$ cat src/rtl/traffic_pkg.sv
// Shared types and constants for the traffic detector conditioning path.
package traffic_pkg;

    typedef enum logic [1:0] {
        IDLE     = 2'd0,
        RISE_CHK = 2'd1,
        ACTIVE   = 2'd2,
        FALL_CHK = 2'd3
    } sensor_state_t;

    localparam int STREET_A = 0;
    localparam int STREET_B = 1;

    // Counter widths derived from $clog2 collapse to 0 for tiny limits.
    function automatic int min1(input int w);
        return (w < 1) ? 1 : w;
    endfunction

endpackage

$ cat src/rtl/traffic_sensor_channel.sv
// One detector channel: synchroniser, debounce FSM, presence hold timer and
// saturating arrival counter.
module traffic_sensor_channel
    import traffic_pkg::*;
#(
    parameter int DEBOUNCE = 4,
    parameter int HOLD     = 8,
    parameter int CNT_W    = 8
) (
    input  logic             clk,
    input  logic             rst,
    input  logic             det,
    input  logic             clr_cnt,
    output logic             present,
    output logic [CNT_W-1:0] cnt
);

    localparam int DB_W   = min1($clog2(DEBOUNCE + 1));
    localparam int HOLD_W = min1($clog2(HOLD + 1));

    localparam logic [DB_W-1:0]   DB_ONE    = DB_W'(1);
    localparam logic [DB_W-1:0]   DB_LAST   = DB_W'(DEBOUNCE - 1);
    localparam logic [HOLD_W-1:0] HOLD_LOAD = HOLD_W'(HOLD);
    localparam logic [CNT_W-1:0]  CNT_ONE   = CNT_W'(1);
    localparam logic [CNT_W-1:0]  CNT_MAX   = '1;

    logic              sync_p0;
    logic              sync_p1;
    sensor_state_t     state;
    sensor_state_t     state_nxt;
    logic [DB_W-1:0]   dcnt;
    logic [DB_W-1:0]   dcnt_nxt;
    logic [HOLD_W-1:0] hold;
    logic [HOLD_W-1:0] hold_nxt;
    logic              arrive;
    logic              arrive_p;
    logic              present_nxt;

    // Stage p0/p1: two-flop synchroniser for the asynchronous detector.
    always_ff @(posedge clk or posedge rst) begin
        if (rst) begin
            sync_p0 <= 1'b0;
            sync_p1 <= 1'b0;
        end else begin
            sync_p0 <= det;
            sync_p1 <= sync_p0;
        end
    end

    always_ff @(posedge clk or posedge rst) begin
        if (rst) begin
            state    <= IDLE;
            dcnt     <= '0;
            hold     <= '0;
            arrive_p <= 1'b0;
        end else begin
            state    <= state_nxt;
            dcnt     <= dcnt_nxt;
            hold     <= hold_nxt;
            arrive_p <= arrive;
        end
    end

    // The sample that moves the FSM into a check state counts as the first
    // stable sample, so dcnt holds the number of stable samples seen so far.
    always_comb begin
        state_nxt = state;
        dcnt_nxt  = dcnt;
        hold_nxt  = hold;
        arrive    = 1'b0;
        if (hold != '0) begin
            hold_nxt = hold - 1'b1;
        end
        case (state)
            IDLE: begin
                if (sync_p1) begin
                    state_nxt = RISE_CHK;
                    dcnt_nxt  = DB_ONE;
                end
            end
            RISE_CHK: begin
                if (!sync_p1) begin
                    state_nxt = IDLE;
                end else if (dcnt >= DB_LAST) begin
                    state_nxt = ACTIVE;
                    arrive    = 1'b1;
                end else begin
                    dcnt_nxt = dcnt + 1'b1;
                end
            end
            ACTIVE: begin
                if (!sync_p1) begin
                    state_nxt = FALL_CHK;
                    dcnt_nxt  = DB_ONE;
                end
            end
            FALL_CHK: begin
                if (sync_p1) begin
                    state_nxt = ACTIVE;
                end else if (dcnt >= DB_LAST) begin
                    state_nxt = IDLE;
                    hold_nxt  = HOLD_LOAD;
                end else begin
                    dcnt_nxt = dcnt + 1'b1;
                end
            end
            default: begin
                state_nxt = IDLE;
            end
        endcase
    end

    assign present_nxt = (state == ACTIVE) || (state == FALL_CHK) || (hold != '0);

    // Stage p2: presence register and counter, aligned one cycle after the FSM.
    always_ff @(posedge clk or posedge rst) begin
        if (rst) begin
            present <= 1'b0;
        end else begin
            present <= present_nxt;
        end
    end

    always_ff @(posedge clk or posedge rst) begin
        if (rst) begin
            cnt <= '0;
        end else if (clr_cnt) begin
            cnt <= arrive_p ? CNT_ONE : '0;
        end else if (arrive_p && (cnt != CNT_MAX)) begin
            cnt <= cnt + 1'b1;
        end
    end

endmodule

$ cat src/rtl/traffic_sensor_conditioner.sv
// Two independent detector channels feeding Ta/Tb of the light controller.
module traffic_sensor_conditioner
    import traffic_pkg::*;
#(
    parameter int DEBOUNCE = 4,
    parameter int HOLD     = 8,
    parameter int CNT_W    = 8
) (
    input  logic             clk,
    input  logic             rst,
    input  logic             det_a,
    input  logic             det_b,
    input  logic             clr_cnt,
    output logic             Ta,
    output logic             Tb,
    output logic [CNT_W-1:0] cnt_a,
    output logic [CNT_W-1:0] cnt_b
);

    logic [1:0]       det_v;
    logic [1:0]       present_v;
    logic [CNT_W-1:0] cnt_v [2];

    assign det_v[STREET_A] = det_a;
    assign det_v[STREET_B] = det_b;

    traffic_sensor_channel #(
        .DEBOUNCE (DEBOUNCE),
        .HOLD     (HOLD),
        .CNT_W    (CNT_W)
    ) u_chan_a (
        .clk     (clk),
        .rst     (rst),
        .det     (det_v[STREET_A]),
        .clr_cnt (clr_cnt),
        .present (present_v[STREET_A]),
        .cnt     (cnt_v[STREET_A])
    );

    traffic_sensor_channel #(
        .DEBOUNCE (DEBOUNCE),
        .HOLD     (HOLD),
        .CNT_W    (CNT_W)
    ) u_chan_b (
        .clk     (clk),
        .rst     (rst),
        .det     (det_v[STREET_B]),
        .clr_cnt (clr_cnt),
        .present (present_v[STREET_B]),
        .cnt     (cnt_v[STREET_B])
    );

    assign Ta    = present_v[STREET_A];
    assign Tb    = present_v[STREET_B];
    assign cnt_a = cnt_v[STREET_A];
    assign cnt_b = cnt_v[STREET_B];

endmodule
$ cat config.mk
export PLATFORM = sky130hd
export DESIGN_NAME = traffic_sensor_conditioner
export DESIGN_NICKNAME = d
export VERILOG_FILES = /design/src/rtl/traffic_pkg.sv /design/src/rtl/traffic_sensor_channel.sv /design/src/rtl/traffic_sensor_conditioner.sv
export SDC_FILE = /design/constraint.sdc
export NUM_CORES = 1
export LEC_CHECK = 0
export BUFFER_PORTS_ARGS = -buffer_cell sky130_fd_sc_hd__buf_2
export CORE_MARGIN = 3
export CORE_UTILIZATION = 45
export CTS_CLUSTER_SIZE = 20
export DETAILED_ROUTE_END_ITERATION = 10
export PLACE_DENSITY = 0.74
export REMOVE_ABC_BUFFERS = 1
export SYNTH_ARGS = -nofsm -noshare
export SYNTH_HDL_FRONTEND = slang
export SYNTH_SLANG_ARGS = --single-unit
$ cat constraint.sdc
create_clock -name clk -period 4.6 [get_ports clk]
set_input_delay 0.23 -clock clk [delete_from_list [all_inputs] [get_ports clk]]
set_output_delay 0.23 -clock clk [all_outputs]
set_load 0.03 [all_outputs]
Word level (Yosys, flattened, before mapping):

Cells that the tools add are included.

* mux-type cells: 46
* $lt $le $gt $ge: 2
* equal/unequal tests: 20
* reductions and logical operators: 16
* add/subtract/negate cells: 6

Operator list (count)
* $mux 4: 8
* $mux 8: 4
* $mux 3: 10
* $mux 2: 12
* $pmux 3 s4: 2
* $add 8x1->8 const B: 2
* $ne 8x8->1 const B: 2
* $pmux 2 s4: 2
* $reduce_and 4->1: 4
* $eq 2x2->1 const B: 4
* $mux 1: 8
* $ne 2x1->1 const B: 4
* $ne 2x2->1 const B: 4
* $reduce_bool 4->1: 2
* $sub 4x1->4 const B: 2
* $add 3x1->3 const B: 2
* $ge 3x2->1 const B: 2
* $ne 3x1->1 const B: 2
* $ne 3x3->1 const B: 2
* $eq 2x1->1 const B: 2
* $logic_not 2->1: 2
* $logic_or 1x1->1: 4
* $reduce_bool 2->1: 2
* $logic_and 1x1->1: 2

* bits in registers: 42

Depth between registers and ports, before layout:

* depth in word-level cells: 5
* depth in mapped cells: 6
* mapped depth without buffers: 6

Cells and area by module:

Synthesis repeated with hierarchy kept, for this count alone.

* cells, all modules: 178
* area total of the unflattened synthesis: 1951.9 um2

By module, submodules not included
* traffic_sensor_channel: times used 2, cells an instance 89, area each 975.9 um2

Worst setup path before layout:

Ideal clock, no wire load.

* path type: register to register
* start point: register u_chan_a.dcnt[0]
* end point: register u_chan_a.dcnt[0]
* slack: 2.955 ns
* path buffers: 0
* arrival: 1.526 ns
* library setup time: 0.119 ns
* period minus slack after synthesis: 1.645 ns
* stages on the path, launching flop included: 7
* data required time: 4.481 ns
* cell sequence: dfrtp_1 ha_1 ha_1 a211o_1 a22oi_2 nand3_1 o21a_1

* longest elaborated chain between the ends: 4
* elaborated cells on any way between the ends: 6
* classes of those cells: add/sub: 1; order compare: 1; mux: 4

Ends and longest elaborated chain
* from (decl): line traffic_sensor_channel.sv:31 `logic [DB_W-1:0] dcnt;`
* from (signal assigned): line traffic_sensor_channel.sv:58 `dcnt <= dcnt_nxt;`
* $add 3x1->3 or $ge 3x2->1 (tied branches)
* $mux 3 (*): line traffic_sensor_channel.sv:84, traffic_sensor_channel.sv:100
* $mux 3 (on tied branches): line traffic_sensor_channel.sv:98, traffic_sensor_channel.sv:82
* $pmux 3 s4 (*): line traffic_sensor_channel.sv:74 `case (state)`

Mark *: on every way between the ends. The rest lies on a longest branch, timed or not. The select of a mux whose other input is x is not followed.
A chain may end at the register's enable or synchronous reset.

Worst setup path after layout:

Same ends and word-level chain as after synthesis.

==> impl_metrics.py <==
metrics = {
    "status": {
        "status": "finished clean",
    },
    "global_route": {
        "grt_pass1_wl_mm": 5.96,
        "overflow": 0,
        "grtUsageTotal": 0.143,
        "grt_max_degree": 43,
        "antenna_found_initial": 0,
        "grt_pass1_vias": 1386,
    },
    "yosys": {
        "synth_top_area_cell": "dfrtp_1",
        "synth_seq_cells": 42,
        "ys.flop_type": "dfrtp_1",
        "syn_inst": 183,
        "synth.top_cell.area_share": 0.528,
        "syn_area_per_cell_um2": 10.9,
        "synthArstFlopShare": 1.00,
        "synth_area_leaders": "dfrtp_1 53%, ha_1 5.0%, nor2_1 3.6%",
        "seq_area_frac_synth": 0.528,
        "yosysWarnings": 0,
        "synth_edf_count": 0,
        "ys_types": 40,
        "syn_area_um2": 1990,
    },
    "final_layout": {
        "finalNonFillerCells": 260,
        "areaGrowthSynthToFinish_pct": 12.6,
        "layout.nets": 222,
        "num_antenna_cells": 0,
        "drive_gt1_frac": 0.210,
        "regArea_um2": 1050,
        "multiInputGateArea_um2": 870,
        "n_fill_cell": 374,
        "fin_util": 0.541,
        "postLayoutCellArea_um2": 2240,
    },
    "placement": {
        "gp_congestion": 0.749,
        "dp_worst_setup_slack_ns": 2.81,
        "placed_cell_area_um2": 2150,
        "hpwl_mm": 2.36,
        "dp.cells": 252,
        "portBuffers": 22,
    },
    "floorplanning": {
        "die_area_um2": 5250,
        "die_h_um": 72.5,
        "io_pins": 23,
        "core_area_um2": 4140,
        "dieWidth_um": 72.5,
        "rows": 23,
        "start_util": 0.480,
    },
    "worst_hold_path": {
        "hold_path.class": "in -> reg",
        "min_from": "det_a",
    },
    "clock_tree": {
        "path_clk_slew_ns": 0.08,
        "ctsHoldBuffers": 0,
        "cts-resized-gates": 0,
        "cts_htree_levels": 2,
        "postCtsSetupRepairBufs": 0,
        "cts_buffer_depth": 2,
        "cts_tree": "yes",
        "cts.sinks": 42,
        "numCtsBuffers": 5,
        "clk_latency_ns": 0.28,
        "cts.root.buffer_cell": "clkbuf_8",
    },
    "worst_setup_path": {
        "cp-end-kind": "flip-flop",
        "cp_data_required_time_ns": 4.78,
        "worstSetupStartpointType": "flip-flop",
        "crit_type": "reg -> reg",
        "critPathLaunch": "u_chan_a.dcnt[0]",
        "worstPathMaxFanout": 7,
        "r2r-start": "u_chan_a.dcnt[0]",
        "arrival_ns": 1.96,
    },
    "route": {
        "avgViaCountPerCell": 5.50,
        "dr.pass1.iters": 4,
        "wirelength_mm": 3.34,
        "drtIter0Drc": 70,
        "drtAntennaViolNets": 0,
        "drc": 0,
        "wl_per_cell_um": 12.9,
        "vias": 1430,
    },
    "power": {
        "ir_drop_v": 0.000263,
        "p_leak_nw": 1.01,
        "power_density_nw_per_um2": 502,
        "p_total_mw": 1.12,
    },
    "sta": {
        "fmax_ghz": 0.561,
        "tightest_slew_ns": 0.523,
        "hold_viol_final": 0,
        "rsz0062_at_grt": "false",
        "tns_ns": 0,
        "skew_ns": 0.00638,
        "max-slew-margin-rel": 0.650,
        "final-max-slew-violation-count": 0,
        "holdWs_ns": 0.0464,
        "timing.final.ws_setup_ns": 2.82,
        "period_needed_ns": 1.78,
        "period_share": 0.387,
        "setup_viol": 0,
    },
    "flow_run": {
        "drv_cap": 0,
    },
}
area by class of cell:
| type | count | area share |
|---|---|---|
| tap | 50 | 0.0279 |
| inverter | 13 | 0.0218 |
| clock buffer | 7 | 0.0385 |
| timing repair buffer | 23 | 0.0525 |
| multi-input combinational | 124 | 0.388 |
| clock inverter | 1 | 0.00223 |
| sequential | 42 | 0.469 |
Yosys cell counts (all sizes together), types with 4 or more instances:
cell    number
nor3         6
xnor2        5
nand2b       6
nand3b       5
a211o        4
nand2        9
nand3        9
nor2        19
inv         13
ha           8
a211oi       5
nand4        4
dfrtp       42
a21oi        8
o21ai        6
path summary, 6_finish.rpt:
path / end / slack (ns) / cells after the start
worst max-delay path: u_chan_a.dcnt[0] / 2.82 / 6
worst min-delay path: u_chan_a.sync_p0 / 0.05 / 1
worst max register to register: u_chan_a.dcnt[0] / 2.82 / 6
worst min register to register: u_chan_a.sync_p1 / 0.36 / 0
max in group asynchronous: u_chan_b.dcnt[0] / 4.19 / 3
min in group asynchronous: u_chan_b.dcnt[1] / 0.07 / 3
worst max-delay path: stages (launching register included):
cell	delay, ns
dfrtp_1	0.42
ha_1	0.21
ha_1	0.19
a211o_1	0.29
a22oi_2	0.33
nand3_1	0.12
o21a_1	0.11
cells in the final DEF (no fill, tap or decap), types with 2 or more instances in the layout:
master	instances
a211oi_1	4
o21ai_0	5
a21oi_1	8
o21a_1	3
mux2_2	3
ha_1	8
nand3b_1	5
dfrtp_1	42
mux2i_1	2
inv_1	13
xnor2_1	5
a31oi_1	2
nand3_1	6
buf_2	22
a211o_1	4
nor3_1	6
o211ai_1	2
nor2_1	19
nand3_2	3
nand2b_1	6
clkbuf_8	6
or3_1	3
o31ai_1	2
or4_1	2
nand2_1	9
nand4_1	4
kinds of logic (layout without fill, tap and decap cells):
logic type      Yosys count  in the layout  synth area share
compound gates           38             38             0.155
buf+inv                  17             44            0.0346
simple gates             68             68             0.183
xor+xnor                  5              5            0.0220
flops                    42             42             0.528
mux                       5              5            0.0270
fa+ha+maj                 8              8            0.0503
state kept, by name, indices dropped and copies added, names as in the netlist, named ones only:
register,count
u_chan_a.arrive_p,1
u_chan_a.cnt,8
u_chan_a.dcnt,3
u_chan_a.hold,4
u_chan_a.present,1
u_chan_a.state,1
u_chan_a.sync_p0,1
u_chan_a.sync_p1,1
u_chan_b.arrive_p,1
u_chan_b.cnt,8
u_chan_b.dcnt,3
u_chan_b.hold,4
u_chan_b.present,1
u_chan_b.state,1
u_chan_b.sync_p0,1
u_chan_b.sync_p1,1
layer usage:
metal	wire length, um	vias to the layer above	share of wire	GRT usage
li1	-	707	-	-
met1	1530	687	0.46	0.180
met2	1630	32	0.49	0.242
met3	146	4	0.044	0.0332
met4	31	0	0.0093	0.0512
met5	0	-	0	0
report_power, final:
group	internal, mW	total, mW	leakage [nW]	switching [mW]
logic	0.160	0.346	0.429	0.186
clock network	0.121	0.239	0.0482	0.118
registers	0.460	0.539	0.535	0.0796
Power figures use the tool's default switching activity.
